File: src/rtl/fft_bitrev_reorder.sv
// Reorders one FFT frame from bit-reversed arrival order to natural order.
// Whole-frame ping: fill N points into storage, then drain them in order.
module fft_bitrev_reorder #(
    parameter int N         = 8,
    parameter int WORD_SIZE = 32
) (
    input  logic                 clk,
    input  logic                 rst,
    input  logic [WORD_SIZE-1:0] in_data,
    input  logic                 in_valid,
    output logic                 in_ready,
    output logic [WORD_SIZE-1:0] out_data,
    output logic                 out_valid,
    input  logic                 out_ready,
    output logic                 frame_done
);
    localparam int IDX_SIZE = $clog2(N);
    localparam logic [IDX_SIZE-1:0] LAST_IDX = IDX_SIZE'(N - 1);

    typedef enum logic {FILL, DRAIN} state_t;

    state_t                state, state_nxt;
    logic [IDX_SIZE-1:0]   wr_cnt, rd_cnt;
    logic [WORD_SIZE-1:0]  mem [N];
    logic                  wr_en, rd_en;

    function automatic logic [IDX_SIZE-1:0] bitrev(input logic [IDX_SIZE-1:0] x);
        logic [IDX_SIZE-1:0] r;
        for (int i = 0; i < IDX_SIZE; i++) r[i] = x[IDX_SIZE-1-i];
        return r;
    endfunction

    assign wr_en = in_valid && in_ready;
    assign rd_en = out_valid && out_ready;

    // Handshake outputs decode straight from state so reset forces them at once.
    always_comb begin
        in_ready  = 1'b0;
        out_valid = 1'b0;
        out_data  = '0;
        state_nxt = state;
        case (state)
            FILL: begin
                in_ready = 1'b1;
                if (in_valid && wr_cnt == LAST_IDX) state_nxt = DRAIN;
            end
            DRAIN: begin
                out_valid = 1'b1;
                out_data  = mem[rd_cnt];
                if (out_ready && rd_cnt == LAST_IDX) state_nxt = FILL;
            end
            default: state_nxt = FILL;
        endcase
    end

    always_ff @(posedge clk or posedge rst) begin
        if (rst) state <= FILL;
        else     state <= state_nxt;
    end

    // Counters wrap naturally at N since N is a power of two.
    always_ff @(posedge clk or posedge rst) begin
        if (rst) begin
            wr_cnt     <= '0;
            rd_cnt     <= '0;
            frame_done <= 1'b0;
        end else begin
            if (wr_en) wr_cnt <= wr_cnt + IDX_SIZE'(1);
            if (rd_en) rd_cnt <= rd_cnt + IDX_SIZE'(1);
            frame_done <= rd_en && (rd_cnt == LAST_IDX);
        end
    end

    // Storage is never exposed outside DRAIN, so it needs no reset.
    always_ff @(posedge clk) begin
        if (wr_en) mem[bitrev(wr_cnt)] <= in_data;
    end
endmodule
File: config.mk
export PLATFORM = sky130hd
export DESIGN_NAME = fft_bitrev_reorder
export DESIGN_NICKNAME = d
export VERILOG_FILES = /design/src/rtl/fft_bitrev_reorder.sv
export SDC_FILE = /design/constraint.sdc
export NUM_CORES = 1
export LEC_CHECK = 0
export ABC_CLOCK_PERIOD_IN_PS = 7020
export CORE_MARGIN = 3
export CORE_UTILIZATION = 55
export CTS_BUF_LIST = sky130_fd_sc_hd__clkbuf_8
export CTS_CLUSTER_SIZE = 8
export DETAILED_ROUTE_END_ITERATION = 6
export PLACE_DENSITY = 0.76
export SETUP_SLACK_MARGIN = 0.3
export SYNTH_ARGS = -nofsm -noshare
export SYNTH_HDL_FRONTEND = slang
export SYNTH_SLANG_ARGS = --single-unit
File: constraint.sdc
create_clock -name clk -period 7.02 [get_ports clk]
set_input_delay 1.755 -clock clk [delete_from_list [all_inputs] [get_ports clk]]
set_output_delay 1.755 -clock clk [all_outputs]
set_load 0.05 [all_outputs]
==> qor.csv <==
metric;value;unit
status;completed;
nets;590;
Hold Path Class;reg -> reg;
Worst setup startpoint;rd_cnt[1]$_DFFE_PP0P_;
Peak VDD IR;0.0004008;V
crit path DAT;3.63;ns
Syn. warnings;0;
via count;4693;
Seq/Total Area, Yosys;0.7745;
Port Buf Inserts;70;
post-route ant nets;0;
Tmin final;5.387;ns
Setup Buffers After CTS;0;
Setup Crit Path Kind;reg -> out;
Starting Density;0.5631;
number of global-route vias before repair;5166;
FMAX;0.1856;GHz
top post-synthesis cells by area;edfxtp_1, mux4_2, mux2i_1, dfrtp_1, nor2_1;
Die H;142.1;um
Sum Neg Setup Slack;0;ns
Distinct cells, synth;21;
global-route wire length before repair;29.43;mm
Die X;142.1;um
final RePlAce weighted congestion;0.7099;
hold_buf cts;0;
n_diodes;0;
First-pass DRT Iterations;5;
detailed placement HPWL;9.979;mm
largest net degree at the start of global routing;48;
CTS tree;done;
CP Launch Type;flip-flop;
initial antenna violation count;0;
CTS HTree Levels;2;
post-synthesis register bit count;264;
Int Power;3.207;mW
Design Power;4.963;mW
Max-Cap Viols;0;
most common cell after layout, fill and taps aside;edfxtp_1;
CP peak stage delay;1.06;ns
Cells after Synth;448;
Worst-path clk slew;0.06;ns
Worst Setup EP;out_data[5];
share of layout cells above drive strength 1;0.2296;
Syn Nets;492;
WL per Instance;23.57;um
Comb power frac;0.356;
Placed Instance Area;11070;um^2
most frequent cells in the layout;edfxtp_1, clkdlybuf4s50_1, mux4_2;
total routed wirelength;18.95;mm
Max Slew Vio Count;0;
grt ovf;0;
Num CTS Buffers;43;
Leakage;3.958;nW
Reg2Reg Setup Slack;4.61;ns
Setup-failing EPs final;0;
GRT Overall Usage;0.1956;
Max FO, Critical Path;47;
Netlist Area Pre-Place;10180;um^2
Syn-to-layout area delta;16.02;%
switching power;1.756;mW
CTS Sinks;264;
clk root buf;clkbuf_8;
post-DR vias/cell;5.837;
Iteration-0 DRC Markers;334;
Critical Path Sink Type;output pin;
syn avg cell area;22.73;um^2
Worst Tran Pin Value;1.056;ns
FF-to-FF End;mem[1][8]$_DFFE_PP_;
Pwr Density;420.1;nW/um^2
Clock Power Share;0.233;
Worst slew margin;0.2957;
RSZ-0062 raised after global routing;no;
R2R Path Start;state$_DFF_PP0_;
DRC viols;0;
Synth top area share;0.7549;
switch share;0.3539;
Clock Path Buffers;3;
period utilization;0.7673;
share of power burned in registers;0.411;
CP Cell Sequence;buf_4, mux4_2, mux2i_1, nor2_1, clkdlybuf4s50_1;
final hold violation count;0;
slowest CP cell;dfrtp_4;
final instance area;11820;um^2
row count;49;
Max Clock Skew;0.01839;ns
Die Footprint;20180;um^2
Worst EP required;5.27;ns
Core ar.;18090;um^2
reg2reg path depth;2;
PostCTS Resize Cnt;0;
IO Count;71;
Synth area leader;edfxtp_1;
clock latency on the worst-skew pair;0.54;ns
==> routing by layer <==
metal,vias to the layer above,global-route usage,part of all wire
li1,2052,-,-
met3,26,0.04402,0.058
met5,-,0,0
met1,2479,0.2590,0.41
met4,0,0.06263,0.015
met2,136,0.3284,0.52
==> power groups by stage <==
stage	logic, mW	clock network (mW)	registers (mW)
after floorplan	1.43	0	1.93
after global placement	1.76	0	2.07
after detailed placement	1.78	0	2.09
after CTS	1.79	1.19	2.05
after global routing	1.87	1.26	2.07
final	1.77	1.16	2.04
==> critical path: cells and delay by family, from the launching register on <==
| kind | cells | cell delay, ns |
|---|---|---|
| flops | 1 | 1.06 |
| simple gates | 1 | 0.06 |
| buf+inv | 2 | 1.21 |
| mux | 2 | 0.75 |
==> synthesized netlist by cell type <==
cell        n
edfxtp_1  256
mux4_2     64
nor2_1     34
mux2i_1    32
buf_2      10
dfrtp_1     8
ha_1        8
and3_1      7
clkbuf_1    6
inv_1       4
nand2_1     3
a21oi_1     2
buf_12      2
buf_6       2
buf_8       2
mux2_2      2
xnor2_1     2
and2_1      1
clkinv_1    1
nor2b_1     1
o21ai_0     1
==> sequential cells by signal (all words and copies together) (netlist names) <==
name / flops
frame_done: 1
mem: 256
wr_cnt: 3
rd_cnt: 3
state: 1
==> final cells by class <==
class	instances	area (um^2)
clock buffers	46	633.1
flip-flops and latches	264	7894
repair buffers	75	738.2
fillers	1206	6271
clock inverters	28	116.4
inverters	5	18.77
well taps	229	286.5
multi-input cells	157	2128
==> how the worst min path moves through the flow <==
stage / from / to / slack, ns / cells after the start
after global placement: wr_cnt[2]$_DFFE_PP0P_ / wr_cnt[2]$_DFFE_PP0P_ / 0.58 / 2
after detailed placement: wr_cnt[2]$_DFFE_PP0P_ / wr_cnt[2]$_DFFE_PP0P_ / 0.63 / 2
after global routing: wr_cnt[1]$_DFFE_PP0P_ / wr_cnt[1]$_DFFE_PP0P_ / 0.69 / 2
after floorplan: wr_cnt[2]$_DFFE_PP0P_ / wr_cnt[2]$_DFFE_PP0P_ / 0.56 / 2
after CTS: wr_cnt[2]$_DFFE_PP0P_ / wr_cnt[2]$_DFFE_PP0P_ / 0.64 / 2
final: wr_cnt[1]$_DFFE_PP0P_ / wr_cnt[1]$_DFFE_PP0P_ / 0.65 / 2
==> per-stage QoR <==
step	worst slack (ns)	instances	hold WS, ns	utilization
finish	1.633	804	0.6464	0.6533
global route	1.320	804	0.6860	0.6533
CTS	1.511	804	0.6447	0.6533
detailed placement	2.097	730	0.6259	0.6118
global placement	2.122	730	0.5766	0.6118
floorplan	3.096	448	0.5632	-
==> logic make-up (layout without fill, tap and decap cells) <==
logic type | after synthesis | after routing | synth area share
and+or+nand+nor | 46 | 46 | 0.01917
xor gates and xnor gates | 2 | 2 | 0.001720
buffers and inverters | 27 | 154 | 0.01806
DFF | 264 | 264 | 0.7745
AOI/OAI and AO/OA | 3 | 3 | 0.001474
adders and majority gates | 8 | 8 | 0.009830
muxes | 98 | 98 | 0.1752
Power figures use the tool's default switching activity.
